$ cat src/rtl/simd_booth_pkg.sv
// Shared types and helpers for the SIMD Booth multiplier controller.
// Holds the state encoding, lane-mode encodings and the iteration-count rule.
package simd_booth_pkg;

  typedef enum logic [1:0] {
    S_IDLE = 2'b00,
    S_LOAD = 2'b01,
    S_RUN  = 2'b10,
    S_DONE = 2'b11
  } state_t;

  localparam logic [1:0] MODE_1X   = 2'b00;
  localparam logic [1:0] MODE_2X   = 2'b01;
  localparam logic [1:0] MODE_4X   = 2'b10;
  localparam logic [1:0] MODE_RSVD = 2'b11;

  // Booth steps per lane: one per bit for radix-2, one per bit pair for radix-4.
  function automatic int iter_count(input int width, input int radix, input logic [1:0] mode);
    int lane_w;
    lane_w = (mode == MODE_RSVD) ? width : (width >> mode);
    return (radix == 4) ? (lane_w / 2) : lane_w;
  endfunction

endpackage

$ cat src/rtl/booth_iter_cnt.sv
// Booth iteration counter: clearable, enabled up-counter that saturates at
// the terminal value and flags the final iteration.
module booth_iter_cnt #(
  parameter int CW = 5
) (
  input  logic          clk,
  input  logic          rst_n,
  input  logic          clr,
  input  logic          en,
  input  logic          hold,
  input  logic [CW-1:0] term,
  output logic [CW-1:0] count,
  output logic          last_iter
);

  logic tc;

  assign tc        = (count == term);
  assign last_iter = en & tc;

  // Stops at the terminal value so the index never runs past the lane length.
  always_ff @(posedge clk or negedge rst_n) begin
    if (!rst_n) begin
      count <= '0;
    end else if (clr) begin
      count <= '0;
    end else if (en && !hold && !tc) begin
      count <= count + 1'b1;
    end
  end

endmodule

$ cat src/rtl/simd_booth_ctrl.sv
// Control FSM for a lane-configurable Booth multiplier: sequences operand
// load, the add/shift iterations and the result handshake.
module simd_booth_ctrl
  import simd_booth_pkg::*;
#(
  parameter int WIDTH = 32,
  parameter int RADIX = 2
) (
  input  logic                     clk,
  input  logic                     rst_n,
  input  logic                     start,
  input  logic [1:0]               mode,
  input  logic                     res_ack,
  input  logic                     abort,
  output logic                     start_ready,
  output logic                     ld_op,
  output logic                     clr_acc,
  output logic                     clr_count,
  output logic                     shift_en,
  output logic                     last_iter,
  output logic [$clog2(WIDTH)-1:0] count,
  output logic [1:0]               lane_cfg,
  output logic                     busy,
  output logic                     done
);

  localparam int CW = $clog2(WIDTH);

  if ((WIDTH % 4 != 0) || (WIDTH < 8) || ((RADIX != 2) && (RADIX != 4))) begin : g_bad_param
    $fatal(1, "simd_booth_ctrl: WIDTH must be a multiple of 4 and >= 8, RADIX must be 2 or 4");
  end

  state_t        state;
  state_t        state_nxt;
  logic          accept;
  logic [CW-1:0] term;

  assign accept = (state == S_IDLE) && start && !abort;
  assign term   = CW'(iter_count(WIDTH, RADIX, lane_cfg) - 1);

  always_comb begin
    state_nxt = state;
    case (state)
      S_IDLE: if (accept) state_nxt = S_LOAD;
      S_LOAD: state_nxt = abort ? S_IDLE : S_RUN;
      S_RUN: begin
        if (abort)          state_nxt = S_IDLE;
        else if (last_iter) state_nxt = S_DONE;
      end
      S_DONE: if (res_ack || abort) state_nxt = S_IDLE;
      default: state_nxt = S_IDLE;
    endcase
  end

  // Outputs are registered from the next state so they line up with the state register.
  always_ff @(posedge clk or negedge rst_n) begin
    if (!rst_n) begin
      state       <= S_IDLE;
      lane_cfg    <= MODE_1X;
      start_ready <= 1'b1;
      ld_op       <= 1'b0;
      clr_acc     <= 1'b0;
      clr_count   <= 1'b0;
      shift_en    <= 1'b0;
      busy        <= 1'b0;
      done        <= 1'b0;
    end else begin
      state       <= state_nxt;
      if (accept) lane_cfg <= (mode == MODE_RSVD) ? MODE_1X : mode;
      start_ready <= (state_nxt == S_IDLE);
      ld_op       <= (state_nxt == S_LOAD);
      clr_acc     <= (state_nxt == S_LOAD);
      clr_count   <= (state_nxt == S_LOAD);
      shift_en    <= (state_nxt == S_RUN);
      busy        <= (state_nxt == S_LOAD) || (state_nxt == S_RUN);
      done        <= (state_nxt == S_DONE);
    end
  end

  // An abort freezes the counter so the index of the cancelled step stays visible.
  booth_iter_cnt #(
    .CW(CW)
  ) u_iter_cnt (
    .clk       (clk),
    .rst_n     (rst_n),
    .clr       (clr_count & ~abort),
    .en        (shift_en),
    .hold      (abort),
    .term      (term),
    .count     (count),
    .last_iter (last_iter)
  );

endmodule

$ cat config.mk
export PLATFORM = sky130hd
export DESIGN_NAME = simd_booth_ctrl
export DESIGN_NICKNAME = d
export VERILOG_FILES = /design/src/rtl/simd_booth_pkg.sv /design/src/rtl/booth_iter_cnt.sv /design/src/rtl/simd_booth_ctrl.sv
export SDC_FILE = /design/constraint.sdc
export NUM_CORES = 1
export LEC_CHECK = 0
export ABC_AREA = 1
export CORE_MARGIN = 8
export CORE_UTILIZATION = 55
export CTS_CLUSTER_SIZE = 25
export DETAILED_ROUTE_END_ITERATION = 16
export DONT_BUFFER_PORTS = 1
export GPL_TIMING_DRIVEN = 0
export HOLD_SLACK_MARGIN = 0.1
export PLACE_DENSITY = 0.7
export SLEW_MARGIN = 20
export SYNTH_ARGS = -nofsm -noshare
export SYNTH_HDL_FRONTEND = slang
export SYNTH_SLANG_ARGS = --single-unit
$ cat constraint.sdc
create_clock -name clk -period 2.03 [get_ports clk]
set_input_delay 0.609 -clock clk [delete_from_list [all_inputs] [get_ports clk]]
set_output_delay 0.609 -clock clk [all_outputs]
set_load 0.005 [all_outputs]
==> results.toml <==
[cts]
cts_max_path_buffers = 2
clk_pin_slew_ns = 0.09
root_buffer = "clkbuf_4"
clk_latency_ns = 0.28
cts_tree = "built"
cts_buffers = 3
htreeDepth = 1
cts_sinks = 14

[placed_design]
hpwl_um = 1170
io_buffers = 0
place_area_um2 = 803
gp_congestion = 0.737
dpl_worst_slack_ns = 0.153

[finish]
layout-drive-gt1-share = 0.245
nNetsFinal = 113
postLayoutCoreUtil = 0.660
nFillCells = 119
n_antenna_cell = 0
final_cell_area_um2 = 870
syn2layout_area_growth_pct = 10.8

[detailed_routing]
post_drt_wl_per_cell_um = 13.0
via_per_inst = 5.39
vias = 631
drc = 0
drt_iter0_drc = 15
drt-total-wl_um = 1520
dr.pass1.iters = 4
antenna_left = 0

[floorplan]
core_region_area_um2 = 1320
dieArea_um2 = 2890
fp.dieH_um = 53.8
io_pins = 22
die_w_um = 53.8
start_util = 0.595
placementRows = 13

[synth]
seq_area_frac_synth = 0.448
synthCells = 96
syn-num-nets = 106
ys_warn_count = 0
avgSynthCellArea_um2 = 8.17
synth_area_um2 = 785
synth-seq-cells = 14
yosysUniqueCellTypes = 19

[power_and_ir_drop]
p_leak_nw = 0.465
p_total_uw = 650
vdd_drop_max_v = 0.000524
powerDensity_nw_per_um2 = 748

[timing]
fin_ws_ns = 0.0625
worst_slew_pin_slew_ns = 0.582
clock.fmax_ghz = 0.508
holdWs_ns = 0.172
finalCriticalPeriod_ns = 1.97
finalHoldViolCount = 0
timing.final.crit_share = 0.969
rsz0062_at_grt = "yes"
skew_ns = 0.0102
finalSetupViolations = 0
slew_viol_final = 0
relSlewSlack = 0.611

[setup_path]
worstSetupPathType = "register to output port"
cpLargestDelayFamily = "flip-flops"
critPathArrivalTime_ns = 1.36
slowest_stage = "dfrtp_1"
worstPathRequired_ns = 1.42
worst-path-buf-inv = 0
cp-end-kind = "output port"
max_stage_delay_ns = 0.45
start_kind = "register"
path_cells = "ha_4 -> nand2_1 -> nand2_2 -> nand3_4 -> nor2_4"
reg2reg_slack_ns = 0.44
crit_fanout = 4

[global_route]
grt_busiest_layer = "met2"
use_met2 = 0.199
grt_usage = 0.120
grtUsageMet1 = 0.134
antenna_found_initial = 0
grt_pass1_wl_um = 2620
grt_max_degree = 14
grt_pass1_vias = 579
grt_overflow = 0
grt_util_met3 = 0.0386

[run_status]
status = "finished, final reports clean"

[flow_run]
max_cap_viol_count = 0

[worst_hold_path]
hold_path.class = "primary input to asynchronous set/reset pin"
[worst reg2reg max path, stage by stage (launching register included)]
cell and delay [ns]:
dfrtp_1 0.45, ha_1 0.28, nand2_2 0.08, clkinv_2 0.09, nand2_2 0.07, nor2_2 0.03
nand3_2 0.09, nand3_2 0.10, ha_1 0.28, inv_1 0.03
[placed cells by master (no fill, tap or decap), drive strengths merged, types with 3 or more instances in the layout]
cell	count
ha	3
nor2	10
nand3	13
nand2	27
clkbuf	4
buf	3
inv	16
nand4	7
dfrtp	13
[stage by stage]
step | instances | TNS (ns)
2_1_floorplan | 96 | 0
3_3_place_gp | 111 | 0
3_5_place_dp | 111 | 0
4_1_cts | 117 | 0
5_1_grt | 117 | -0.0386
6_report | 117 | 0
[sequential cells by signal, indices dropped and copies added (netlist names)]
signal and flops:
busy 1, clr_count 1, done 1, lane_cfg 2, shift_en 1, start_ready 1, state 2, u_iter_cnt.count 5
[power breakdown]
| part | total (mW) | switching [mW] | internal (mW) |
|---|---|---|---|
| clock | 0.162 | 0.0858 | 0.0762 |
| combinational | 0.129 | 0.0747 | 0.0545 |
| sequential | 0.359 | 0.0452 | 0.314 |
[metal layers]
metal | wire length, um | up-vias
met5 | 0 | -
met4 | 24 | 0
met3 | 132 | 2
met2 | 770 | 17
met1 | 594 | 294
li1 | - | 318
[synthesized netlist by cell type, drive strengths merged]
library cell  number  area (um^2)
nand3             13         92.6
ha                 3         37.5
dfstp              1         26.3
nand2             27          119
nand4              7         43.8
clkinv             1         5.00
o21ai              1         5.00
o21a               1         7.51
o31ai              1         7.51
buf                2         15.0
dfrtp             13          325
inv               16         60.1
nor2              10         40.0
[cells by family (layout without fill, tap and decap cells)]
logic type | count (synthesis) | after routing | share of synthesized area
adder cells (fa/ha/maj) | 3 | 3 | 0.0479
AO/OA/AOI/OAI | 3 | 3 | 0.0255
AND/OR/NAND/NOR | 57 | 57 | 0.376
buffers and inverters | 19 | 25 | 0.102
flip-flops | 14 | 14 | 0.448
[worst paths after layout]
kind	depth (start not counted)	startpoint	endpoint
max reg2reg	9	u_iter_cnt.count[0]$_DFFE_PN0P_	busy$_DFF_PN0_
min reg2reg	2	lane_cfg[0]$_DFFE_PN0P_	lane_cfg[0]$_DFFE_PN0P_
max in group asynchronous	1	rst_n	u_iter_cnt.count[1]$_DFFE_PN0P_
min	0	rst_n	start_ready$_DFF_PN1_
min in group clk	1	mode[0]	lane_cfg[1]$_DFFE_PN0P_
max	5	lane_cfg[1]$_DFFE_PN0P_	last_iter
[cell type report]
type,count,area [um^2],area share
clock buffer,4,26.3,0.0302
buffer,2,15.0,0.0173
tap,15,18.8,0.0216
inverter,17,65.1,0.0748
multi-input combinational,63,375,0.432
timing repair buffer,2,17.5,0.0201
sequential,14,352,0.404
[repair_timing]
action	in CTS	in global routing
resized for setup	3	2
hold endpoints to repair	13	0
setup buffers	1	0
hold buffers	1	0
setup endpoints to repair	1	1
Note: power is estimated with default switching activity, not from simulation.
